===== src/rtl/systolic_mac_pe_pkg.sv =====
// Shared definitions for the systolic MAC processing element: operand and
// product widths, default window geometry, window FSM encodings and the
// 2x2 / 4x4 building blocks of the vedic multiplier.
package systolic_mac_pe_pkg;

  localparam int OPERAND_W     = 8;
  localparam int PROD_W        = 16;
  localparam int ACC_W_DEFAULT = 24;
  localparam int K_LEN_DEFAULT = 9;

  // Window FSM encodings
  localparam logic [0:0] ST_IDLE = 1'b0;
  localparam logic [0:0] ST_RUN  = 1'b1;

  typedef logic [OPERAND_W-1:0] operand_t;
  typedef logic [PROD_W-1:0]    prod_t;

  // Urdhva-tiryagbhyam 2x2 cell: vertical and crosswise partial products.
  function automatic logic [3:0] vedic2(input logic [1:0] a, input logic [1:0] b);
    logic [3:0] r;
    logic       x;
    logic       y;
    logic       z;
    logic       c1;
    x    = a[1] & b[0];
    y    = a[0] & b[1];
    z    = a[1] & b[1];
    c1   = x & y;
    r[0] = a[0] & b[0];
    r[1] = x ^ y;
    r[2] = z ^ c1;
    r[3] = z & c1;
    return r;
  endfunction

  // 4x4 product assembled from four 2x2 cells.
  function automatic logic [7:0] vedic4(input logic [3:0] a, input logic [3:0] b);
    logic [3:0] ll;
    logic [3:0] lh;
    logic [3:0] hl;
    logic [3:0] hh;
    ll = vedic2(a[1:0], b[1:0]);
    lh = vedic2(a[1:0], b[3:2]);
    hl = vedic2(a[3:2], b[1:0]);
    hh = vedic2(a[3:2], b[3:2]);
    return {hh, 4'b0000} + {2'b00, lh, 2'b00} + {2'b00, hl, 2'b00} + {4'b0000, ll};
  endfunction

endpackage


===== src/rtl/systolic_mac_pe_vedic.sv =====
// Combinational 8x8 unsigned vedic multiplier built from four 4x4 cells.
module systolic_mac_pe_vedic
  import systolic_mac_pe_pkg::*;
(
  input  operand_t a,
  input  operand_t b,
  output prod_t    p
);

  logic [7:0] ll;
  logic [7:0] lh;
  logic [7:0] hl;
  logic [7:0] hh;

  assign ll = vedic4(a[3:0], b[3:0]);
  assign lh = vedic4(a[3:0], b[7:4]);
  assign hl = vedic4(a[7:4], b[3:0]);
  assign hh = vedic4(a[7:4], b[7:4]);

  assign p = {hh, 8'h00} + {4'h0, lh, 4'h0} + {4'h0, hl, 4'h0} + {8'h00, ll};

endmodule


===== src/rtl/systolic_mac_pe.sv =====
// Output-stationary systolic MAC processing element.
// Forwards pixel (west->east) and weight (north->south) operands with one
// cycle of latency, multiplies paired operands and accumulates K_LEN products
// into a saturating window sum.
//
// Window FSM
//   state   | meaning
//   --------+--------------------------------------------------------------
//   ST_IDLE | no term of the current window accumulated yet (cnt=0, acc=0)
//   ST_RUN  | window in progress, 1..K_LEN-1 terms accumulated
module systolic_mac_pe
  import systolic_mac_pe_pkg::*;
#(
  parameter int ACC_W = ACC_W_DEFAULT,
  parameter int K_LEN = K_LEN_DEFAULT
) (
  input  logic             clk,
  input  logic             rst_n,
  input  logic             clear,
  input  logic [7:0]       a_in,
  input  logic             a_valid_in,
  input  logic [7:0]       b_in,
  input  logic             b_valid_in,
  output logic [7:0]       a_out,
  output logic             a_valid_out,
  output logic [7:0]       b_out,
  output logic             b_valid_out,
  output logic [ACC_W-1:0] acc_out,
  output logic             acc_valid,
  output logic             overflow,
  output logic             misalign
);

  localparam int               CNT_W    = $clog2(K_LEN + 1);
  localparam logic [CNT_W-1:0] CNT_LAST = CNT_W'(K_LEN);
  localparam logic [ACC_W-1:0] ACC_MAX  = '1;

  operand_t         a_reg;
  operand_t         b_reg;
  logic             v1;
  logic             v2;
  prod_t            prod_mul;
  prod_t            prod_reg;
  logic [ACC_W-1:0] acc;
  logic [CNT_W-1:0] cnt;
  logic             sat;
  logic [0:0]       state;

  logic [ACC_W-1:0] acc_base;
  logic [ACC_W:0]   sum_wide;
  logic             sum_over;
  logic [ACC_W-1:0] sum_sat;
  logic [CNT_W-1:0] cnt_next;
  logic             last_term;

  assign a_out = a_reg;
  assign b_out = b_reg;

  // Forwarding registers: always sample, independent of pairing or clear.
  always_ff @(posedge clk or negedge rst_n) begin
    if (!rst_n) begin
      a_reg       <= '0;
      b_reg       <= '0;
      a_valid_out <= 1'b0;
      b_valid_out <= 1'b0;
    end else begin
      a_reg       <= a_in;
      b_reg       <= b_in;
      a_valid_out <= a_valid_in;
      b_valid_out <= b_valid_in;
    end
  end

  // Stage 1 qualifier and sticky misalignment flag.
  always_ff @(posedge clk or negedge rst_n) begin
    if (!rst_n) begin
      v1       <= 1'b0;
      misalign <= 1'b0;
    end else if (clear) begin
      v1       <= 1'b0;
      misalign <= 1'b0;
    end else begin
      v1 <= a_valid_in & b_valid_in;
      if (a_valid_in != b_valid_in) begin
        misalign <= 1'b1;
      end
    end
  end

  systolic_mac_pe_vedic u_vedic_multu8 (
    .a (a_reg),
    .b (b_reg),
    .p (prod_mul)
  );

  // Stage 2: capture the product only for paired operands; bubbles hold it.
  always_ff @(posedge clk or negedge rst_n) begin
    if (!rst_n) begin
      prod_reg <= '0;
      v2       <= 1'b0;
    end else if (clear) begin
      v2 <= 1'b0;
    end else begin
      v2 <= v1;
      if (v1) begin
        prod_reg <= prod_mul;
      end
    end
  end

  // Saturating add and window count; IDLE implies an empty accumulator.
  always_comb begin
    acc_base  = (state == ST_IDLE) ? '0 : acc;
    sum_wide  = {1'b0, acc_base} + (ACC_W + 1)'(prod_reg);
    sum_over  = sum_wide[ACC_W];
    sum_sat   = sum_over ? ACC_MAX : sum_wide[ACC_W-1:0];
    cnt_next  = (state == ST_IDLE) ? CNT_W'(1) : cnt + CNT_W'(1);
    last_term = (cnt_next == CNT_LAST);
  end

  // Stage 3: accumulate, close the window on the K_LEN-th term.
  always_ff @(posedge clk or negedge rst_n) begin
    if (!rst_n) begin
      acc       <= '0;
      cnt       <= '0;
      sat       <= 1'b0;
      state     <= ST_IDLE;
      acc_out   <= '0;
      acc_valid <= 1'b0;
      overflow  <= 1'b0;
    end else if (clear) begin
      acc       <= '0;
      cnt       <= '0;
      sat       <= 1'b0;
      state     <= ST_IDLE;
      acc_valid <= 1'b0;
      overflow  <= 1'b0;
    end else begin
      acc_valid <= 1'b0;
      if (v2) begin
        if (last_term) begin
          acc_out   <= sum_sat;
          acc_valid <= 1'b1;
          acc       <= '0;
          cnt       <= '0;
          sat       <= 1'b0;
          state     <= ST_IDLE;
          overflow  <= overflow | sat | sum_over;
        end else begin
          acc   <= sum_sat;
          cnt   <= cnt_next;
          sat   <= sat | sum_over;
          state <= ST_RUN;
        end
      end
    end
  end

endmodule


===== config.mk =====
export PLATFORM = sky130hd
export DESIGN_NAME = systolic_mac_pe
export DESIGN_NICKNAME = d
export VERILOG_FILES = /design/src/rtl/systolic_mac_pe_pkg.sv /design/src/rtl/systolic_mac_pe_vedic.sv /design/src/rtl/systolic_mac_pe.sv
export SDC_FILE = /design/constraint.sdc
export NUM_CORES = 1
export LEC_CHECK = 0
export CAP_MARGIN = 20
export CORE_UTILIZATION = 55
export CTS_BUF_LIST = sky130_fd_sc_hd__clkbuf_8
export CTS_CLUSTER_SIZE = 20
export DETAILED_ROUTE_END_ITERATION = 8
export PLACE_DENSITY = 0.86
export SYNTH_ARGS = -nofsm -noshare
export SYNTH_HDL_FRONTEND = slang
export SYNTH_SLANG_ARGS = --single-unit

===== constraint.sdc =====
create_clock -name clk -period 10.7 [get_ports clk]
set_input_delay 2.675 -clock clk [delete_from_list [all_inputs] [get_ports clk]]
set_output_delay 2.675 -clock clk [all_outputs]
set_load 0.01 [all_outputs]

==> results.txt, run 1 <==
----------------------------------------------------
[Clocking]
  Cts bufs inserted ... 9
  H-Tree Depth ... 3
  Worst-case clock buffer depth ... 2
  Hold buffer count at cts ... 0
  TritonCTS clock tree ... yes
  Cell chosen for the clock root ... clkbuf_8
  Insertion delay of the later-clocked pin in the worst-skew pair ... 390 ps
  Clk slew on worst S/H paths ... 90 ps
  Buffers inserted by post-CTS timing repair ... 0
  Cells resized by post-CTS repair ... 0
  Clock Sink Count ... 93

[GRT]
  Met3 usage in global routing ... 4.62%
  Grt ovf ... 0
  Met2 track demand over resource ... 41.3%
  Most used routing layer in global routing ... met2
  Maximum number of pins on one net before global-route repair ... 84
  Initial antenna violation count ... 0
  Via count of the first global-routing pass ... 5,301
  Total GRT Usage ... 23.7%
  Global Route met1 Usage ... 29.3%
  Global-route wire length before repair ... 24.3 mm

[Timing]
  Slew headroom ... 35.5%
  Final critical-path share of the clock period ... 44.9%
  Setup_tns ... 0 ps
  Slew of the pin with the lowest slew margin ... 966 ps
  Worst-case clock skew ... 13.4 ps
  Count of pins over their slew limit ... 0
  Final Worst Setup Slack ... 5890 ps
  Unrepaired setup endpoints after global routing ... false
  Final-report hold violation count ... 0
  Setup violation total in the final timing report ... 0
  Min Clock Period, post-route ... 4810 ps
  Maximum clock frequency ... 208 MHz

[Route]
  Post-detailed-routing wire length ... 14.1 mm
  Detailed-route via count ... 5,317
  Ratio of routed vias to standard cells ... 5.41
  Residual DRC ... 0
  Starting DRT DRC Count ... 306
  Antenna Nets Post-Route ... 0
  Routed wire length per instance ... 14.4 um
  Length of the first detailed-routing pass in iterations ... 5

[Worst setup path]
  Cell repeated most along the worst path ... ha_1
  Max FO, Critical Path ... 9
  Data required time at the worst endpoint ... 11,010 ps
  Setup crit end kind ... flop
  Critical setup path kind ... flop to flop
  Worst path arrival time ... 5110 ps
  Series of cell instances along the critical path ... and2_1, ha_1, ha_1, fa_1, ha_1, fa_1, a21o_1, a21oi_1, xor2_1, fa_1, inv_1, ha_1, a21o_1, a21o_1, o31a_1, a221o_1, xnor2_1, o21ai_0
  Largest stage delay on the critical path ... 490 ps
  Standard cell with the maximum stage delay on the critical path ... dfrtp_1
  CP startpoint kind ... flop

[Cells and area]
  Layout cells sized above 1 ... 5.16%
  Post-route core utilization ... 65.1%
  Final antenna diode count ... 0
  Total Nets Final ... 934
  Count of fill cells added during filler insertion ... 999
  Total area of multi-input combinational cells ... 4200 um2
  Layout Cell Area excl Fill ... 7890 um2
  Area used by sequential logic in the layout ... 2330 um2
  Layout area overhead ... 14.4%

[Power]
  Relative contribution of sequential cells to total power ... 40.0%
  Largest vdd supply drop ... 114 uV
  Clock share of power ... 21.3%
  Leakage power total ... 0.00384 uW
  Post-route total power ... 1020 uW
  Reported net switching power ... 374 uW
  Fraction of power consumed by combinational cells ... 38.8%
  Switching fraction of total power ... 36.7%
  Total power per unit cell area ... 129 nW/um2
  Internal cell power ... 645 uW

[Job]
  Max_cap viols ... 0

[Place]
  # port buffers ... 65
  Final weighted congestion in routability-driven placement ... 0.883
  Placed cell area ... 7690 um2
  HPWL after DPL ... 10.8 mm
  Setup slack at placement ... 5700 ps

[Synthesis]
  Commonest cells in the netlist ... dfrtp_1 (93), nand2_1 (84), ha_1 (74), inv_1 (73), and2_1 (72)
  Mean instance size in the synthesized netlist ... 9.19 um2
  Share of the synthesized area in the top cell type ... 33.8%
  Compound-Gate Fraction of Synth Area ... 14.2%
  Synthesized net count ... 875
  Post-Synth Simple-Gate Area ... 18.0%
  Cell area after synthesis ... 6890 um2
  Count of cell types in the netlist ... 58
  Number of flops mapped to enable cells by yosys ... 0
  Leading post-synthesis cells by cell area ... dfrtp_1 (34%), ha_1 (13%), fa_1 (8.7%), and2_1 (6.5%), o21ai_0 (4.7%)
  Post-Synth Adder-Cell Area ... 22.1%
  Proportion of synthesized chip area in sequential cells ... 33.8%
  Cell taking the most area after synthesis ... dfrtp_1
  Leading cell type by number of instances after synthesis ... dfrtp_1
  Multiplexer share of the synthesized area ... 1.80%
  Flop and latch count out of synthesis ... 93
  Largest family of logic cells by synthesized area ... adder cells
  Post-Synth XOR/XNOR Area ... 4.70%
  Instance count of the mapped netlist ... 750
  Async set-reset flop share out of synthesis ... 100%
  Most used DFF post-synth ... dfrtp_1
  Warning count from the yosys run ... 0

[Floorplan]
  Die width ... 114 um
  Standard cell core area ... 12,100 um2
  Total die area ... 13,000 um2
  Site Rows ... 40
  Top-level port count ... 66
  Floorplan die height ... 114 um
  Initial core utilization ... 56.9%

[Min path]
  Worst hold-check path type ... flop to flop

[Outcome]
  Run status ... finished, final reports clean

----------------------------------------------------
final cells by class:
cell class	count	area share (%)
clock buffers	9	1.57
clock inverters	7	0.619
flip-flops and latches	93	29.5
inverters	74	3.52
repair buffers	69	8.85
multi-input cells	562	53.3
well taps	168	2.66
final timing paths:
| path | to | start | cells after the start | slack [ps] |
|---|---|---|---|---|
| max in group asynchronous | acc_out[4] | rst_n | 3 | 7760 |
| setup reg to reg | prod_reg[14] | b_out[0] | 18 | 5890 |
| hold / removal | acc[4] | acc[4] | 2 | 480 |
| min in group asynchronous | a_out[7] | rst_n | 1 | 2110 |
| setup / recovery | prod_reg[14] | b_out[0] | 18 | 5890 |
| hold reg to reg | acc[4] | acc[4] | 2 | 480 |
critical path, delay by kind of cell (launching register included):
kind / cells / cell delay [ps]
buf+inv: 1 / 70
compound gates: 7 / 1440
flops: 1 / 490
fa+ha+maj: 7 / 2210
simple gates: 1 / 210
xor+xnor: 2 / 320
cells by family (layout without fill, tap and decap cells):
kind of cell,count (synthesis),in the layout
mux,11,11
buf+inv,95,159
flops,93,93
compound gates,159,159
xor+xnor,37,37
fa+ha+maj,104,104
simple gates,251,251
metal layers:
metal | share of wire (%) | wire length, um
met4 | 1.9 | 269
met1 | 44 | 6220
met2 | 50 | 7140
met5 | 0 | 0
met3 | 3.6 | 512
power groups by stage:
stage               combinational, uW  clock [uW]  sequential (uW)
global placement                  382           0              413
CTS                               397         223              408
floorplan                         303           0              406
finish                            395         217              407
detailed placement                395           0              415
global route                      453         237              412
stage by stage:
step	hold WS, ps	cells
floorplan	442	750
global placement	456	965
CTS	484	981
detailed placement	463	965
finish	477	982
global route	506	982
cell usage in the layout (no fill, tap or decap), drive strengths merged, types with 4 or more instances in the layout:
cell           Yosys  final
o21ai             67     67
and2              73     73
a22o               4      4
nand4              6      6
fa                30     30
a31oi              8      8
clkbuf            17      9
ha                74     74
clkdlybuf4s50      0     64
a21oi             36     36
nand3              8      8
and3               4      4
buf                4      5
a21o              15     15
o2bb2ai            4      4
nand2b            10     10
inv               74     77
mux2               8      8
dfrtp             93     93
xnor2             21     21
nor3               5      5
xor2              16     16
nor2b              4      4
nor2              48     48
nand2             85     85
o211ai             5      5
Power figures use the tool's default switching activity.
==> run 2, diff against run 1 <==
clock period = 4.79 ns   (was 10.7 ns; I/O delays follow)
==> results.txt, run 2 (same netlist as run 1, synthesis figures left out) <==
----------------------------------------------------
[Power]
  Post-route total power ... 2390 uW
  Total power per unit cell area ... 294 nW/um2
  Largest vdd supply drop ... 280 uV
  Leakage power total ... 0.00393 uW

[GRT]
  Via count of the first global-routing pass ... 5,405
  Grt ovf ... 0
  Maximum number of pins on one net before global-route repair ... 67
  Global-route wire length before repair ... 24.8 mm
  Total GRT Usage ... 24.5%
  Initial antenna violation count ... 0

[Cells and area]
  Final non-filler cell total ... 1,001
  Layout cells sized above 1 ... 10.1%
  Area used by sequential logic in the layout ... 2330 um2
  Total Nets Final ... 953
  Commonest non-fill, non-tap cells in the layout ... dfrtp_1 (93), nand2_1 (84), inv_1 (69), and2_1 (67), ha_1 (67)
  Layout area overhead ... 18.1%
  Count of fill cells added during filler insertion ... 943
  Final antenna diode count ... 0
  Commonest non-fill, non-tap cell in the layout ... dfrtp_1
  Post-route core utilization ... 67.2%
  Layout Cell Area excl Fill ... 8140 um2
  Total area of multi-input combinational cells ... 4330 um2

[Timing]
  Maximum clock frequency ... 212 MHz
  Final critical-path share of the clock period ... 98.4%
  Slew headroom ... 40.2%
  Final-report hold violation count ... 0
  Count of pins over their slew limit ... 0
  Setup violation total in the final timing report ... 0
  Setup_tns ... 0 ps
  Min Clock Period, post-route ... 4710 ps
  Worst-case clock skew ... 12.8 ps
  Unrepaired setup endpoints after global routing ... true
  Slew of the pin with the lowest slew margin ... 895 ps

[Outcome]
  Run status ... finished, final reports clean

[Clocking]
  H-Tree Depth ... 3
  Clock Sink Count ... 93
  TritonCTS clock tree ... yes
  Cts bufs inserted ... 9
  Hold buffer count at cts ... 0
  Worst-case clock buffer depth ... 2
  Insertion delay of the later-clocked pin in the worst-skew pair ... 390 ps
  Cell chosen for the clock root ... clkbuf_8
  Clk slew on worst S/H paths ... 90 ps

[Worst setup path]
  Critical setup path kind ... flop to flop
  CP startpoint kind ... flop
  Standard cell with the maximum stage delay on the critical path ... fa_1
  Setup crit end kind ... flop
  Largest stage delay on the critical path ... 520 ps
  Data required time at the worst endpoint ... 5070 ps
  Worst reg2reg path depth ... 19
  Max FO, Critical Path ... 8
  Cell repeated most along the worst path ... a21o_1
  Series of cell instances along the critical path ... buf_4, and2_1, ha_4, inv_2, fa_1, inv_2, ha_1, a21o_1, a21oi_2, xnor2_1, fa_1, ha_1, a21o_1, a21o_1, a21o_1, o31a_1, a221o_1, xnor2_1, o21ai_1
  Worst path arrival time ... 5000 ps

[Route]
  Length of the first detailed-routing pass in iterations ... 5
  Routed wire length per instance ... 15.2 um
  Residual DRC ... 0
  Detailed-route via count ... 5,434
  Starting DRT DRC Count ... 397
  Ratio of routed vias to standard cells ... 5.43
  Antenna Nets Post-Route ... 0
  Post-detailed-routing wire length ... 15.2 mm

[Floorplan]
  Initial core utilization ... 56.9%
  Site Rows ... 40
  Die width ... 114 um
  Standard cell core area ... 12,100 um2
  Floorplan die height ... 114 um
  Total die area ... 13,000 um2
  Top-level port count ... 66

[Job]
  Max_cap viols ... 0

[Place]
  HPWL after DPL ... 11.1 mm
  Placed cell area ... 7800 um2
  # port buffers ... 65
  Final weighted congestion in routability-driven placement ... 0.894
  Number of placed instances with taps included ... 980

[Min path]
  Worst hold-check path type ... flop to flop
  Hold path depth ... 2

----------------------------------------------------
## run 2: cell count changes in the layout (fill, tap and decap cells not counted), sizes merged
cell	previous run	this run
buf	5	24
inv	77	78
clkinv	3	2
## run 2: final timing paths
check	start	endpoint	slack, ps
min in group asynchronous	rst_n	a_out[5]	910
min	acc[0]	acc[0]	480
min reg2reg	acc[0]	acc[0]	480
max reg2reg	b_out[3]	prod_reg[14]	80
max	b_out[3]	prod_reg[14]	80
max in group asynchronous	rst_n	acc[6]	3000
## run 2: layout make-up
| cell class | instances | area share [%] |
|---|---|---|
| flip-flops and latches | 93 | 28.6 |
| inverters | 74 | 3.41 |
| repair buffers | 88 | 10.1 |
| clock buffers | 9 | 1.52 |
| clock inverters | 7 | 0.584 |
| well taps | 168 | 2.58 |
| multi-input cells | 562 | 53.2 |
## run 2: metal layers
metal	global-route usage, %	vias to the layer above	part of all wire [%]	wire length (um)
li1	-	2666	-	-
met1	30.1	2589	43	6590
met2	42.5	151	50	7590
met3	4.57	28	4.6	698
met4	9.78	0	2.3	353
met5	0	-	0	0
## run 2: worst max-delay path, delay by kind of cell (launching register included)
family | cells | cell delay (ps)
fa+ha+maj | 5 | 1880
compound gates | 8 | 1560
xor+xnor | 2 | 310
buf+inv | 3 | 250
simple gates | 1 | 190
flops | 1 | 410
## run 2: where the power goes
| group | total (uW) | leakage (uW) | internal, uW | switching, uW |
|---|---|---|---|---|
| logic | 1000 | 0.00261 | 454 | 547 |
| registers | 903 | 0.00123 | 853 | 50.1 |
| clock network | 488 | 0.0000916 | 190 | 297 |
| total | 2390 | 0.00393 | 1500 | 894 |
## run 2: per-stage QoR
| stage | worst slack, ps | hold WS, ps |
|---|---|---|
| 4_1_cts | 82.6 | 484 |
| 5_1_grt | -140 | 497 |
| 6_report | 77.0 | 481 |
| 2_1_floorplan | 203 | 442 |
| 3_5_place_dp | 111 | 463 |
| 3_3_place_gp | 199 | 455 |
## run 2: timing repair
action	4_1_cts	5_1_grt
setup buffers	0	5
resized for setup	0	30
endpoints found under the setup margin	0	4
endpoints found under the hold margin	0	0
==> run 3, diff against run 2 <==
SLEW_MARGIN = 10   (was unset)
==> results of run 3 <==
The final DEF is identical to that of run 2; final timing and power are the same.
==> edit (config.mk and constraints of run 3) <==
Set the package constant `PROD_W` to 32 (it was 16).
--- a/src/rtl/systolic_mac_pe_pkg.sv
+++ b/src/rtl/systolic_mac_pe_pkg.sv
@@ -4,7 +4,7 @@
 package systolic_mac_pe_pkg;
 
   localparam int OPERAND_W     = 8;
-  localparam int PROD_W        = 16;
+  localparam int PROD_W        = 32;
   localparam int ACC_W_DEFAULT = 24;
   localparam int K_LEN_DEFAULT = 9;
 
Check against the original RTL: no difference found for any inputs over 10 cycles, from zero or initial values and one cycle with rst_n low; that may be too few to reach the edited logic, so the function may still have changed.
==> edit against run 3 <==
- hold slack better by 0.0050 ns
- setup slack improved by 0.018 ns
- cell area rose by 2.9%
- power increased by 9.8%
- wire length increased by 0.74%
- synthesized area up 3.0%
- via count grew 3.0%
- sequential cell count rose by 2
- first-iteration DRC count fell by 31%
- critical endpoint is now prod_reg[12]
==> edit: results (changes against run 3) <==
first-pass GRT wire length 25.44 mm (+2.6%); GPL Wtd Cong 0.9089 (+1.6%); Pre-antenna DRT Iters 4 (-1); placed instance area 0.007996 sq mm (+2.5%); Worst VDD drop 0.2892 mV (+3.4%); pre-CTS WS -0.1455 ns (-0.2568 ns); Worst Tran Pin Value 1.057 ns (+0.1618 ns); largest net degree at the start of global routing 68 (+1.5%); sequential area share after synthesis 33.48% (-0.28 points); Filler Cell Count 1012 (+7.3%); Gate Count Post-Synth 778 (+3.7%); Nets 989 (+3.8%); synth unique cells 61 (+5.2%); Total GRT Usage 24.57% (+0.075 points); layout cell share with drive strength beyond 1 10.32% (+0.24 points); most frequent cells after synthesis dfrtp_1, nand2_1, ha_1; HPWL after detailed placement 11.59 mm (+4.2%); crit-path max FO 7 (-1); Synth Net Count 910 (+4.0%); critical path arrival 4.94 ns (-0.06 ns); Final Skew 0.008769 ns (-0.004041 ns); status completed; Pleak 4.224 nW (+7.4%); wire length per cell 14.84 um (-2.5%); Layout Cells excl Fill 1034 (+3.3%); top cells by area, synth dfrtp_1, ha_1, fa_1; drt initial violations 275 (-31%)
edit: cells by family after synthesis:
kind of cell	after synthesis	synth area share [%]
xor gates and xnor gates	44	5.427
buffers and inverters	99	5.375
and+or+nand+nor	262	18.34
AOI/OAI and AO/OA	161	13.97
adders and majority gates	111	22.41
muxes	6	0.9867
DFF	95	33.48
edit: power by group:
group | switching (mW) | internal [mW] | total (mW)
clock | 0.324 | 0.204 | 0.529
combinational | 0.622 | 0.545 | 1.17
sequential | 0.0563 | 0.873 | 0.930
total | 1.00 | 1.62 | 2.63
edit: worst max-delay path, stage by stage, from the launching register on:
cell	delay, ns
dfrtp_2	0.46
buf_4	0.15
and2_1	0.15
ha_1	0.18
ha_1	0.19
fa_1	0.44
ha_2	0.21
fa_2	0.53
ha_1	0.19
inv_1	0.06
fa_1	0.41
xnor2_1	0.22
ha_1	0.27
ha_1	0.34
o21a_1	0.15
o31ai_2	0.09
nand2b_1	0.11
a21oi_2	0.16
xor2_1	0.18
o21ai_1	0.07
edit: final cells by class:
type,count,share of cell area [%]
Sequential cell,95,28.42
Inverter,77,3.450
Clock inverter,7,0.9110
Timing Repair Buffer,90,9.976
Clock buffer,9,1.478
Multi-Input combinational cell,584,53.20
Tap cell,172,2.569
edit: per-stage QoR:
stage | hold WS, ns | setup TNS (ns) | power, mW | utilization [%]
after floorplan | 0.4424 | 0 | 1.675 | -
after global placement | 0.4539 | 0 | 1.891 | 63.37
after detailed placement | 0.4627 | -0.4646 | 1.942 | 63.37
after CTS | 0.4873 | 0 | 2.501 | 65.10
after global routing | 0.5111 | -0.2093 | 2.814 | 66.39
final | 0.4864 | 0 | 2.626 | 66.39
edit: path summary, 6_finish.rpt:
| path | depth (start not counted) | slack, ns | to | startpoint |
|---|---|---|---|---|
| max in group asynchronous | 2 | 2.97 | a_out[1] | rst_n |
| setup / recovery | 19 | 0.09 | prod_reg[12] | a_out[0] |
| hold / removal | 2 | 0.49 | acc[11] | acc[11] |
| min in group asynchronous | 1 | 0.91 | acc[11] | rst_n |
| hold reg to reg | 2 | 0.49 | acc[11] | acc[11] |
| setup reg to reg | 19 | 0.09 | prod_reg[12] | a_out[0] |
edit: metal layers:
layer / GRT usage [%] / up-vias / part of all wire (%)
met4: 8.291 / 0 / 1.6
met3: 6.172 / 22 / 4.7
met5: 0 / - / 0
met1: 30.79 / 2671 / 44
li1: - / 2759 / -
met2: 41.52 / 145 / 49
edit: what timing repair did:
| item | CTS | global route |
|---|---|---|
| buffers inserted | 1 | 8 |
| endpoints found under the hold margin | 0 | 0 |
| pin swaps | 1 | 27 |
| endpoints found under the setup margin | 5 | 6 |
| resized for setup | 6 | 28 |
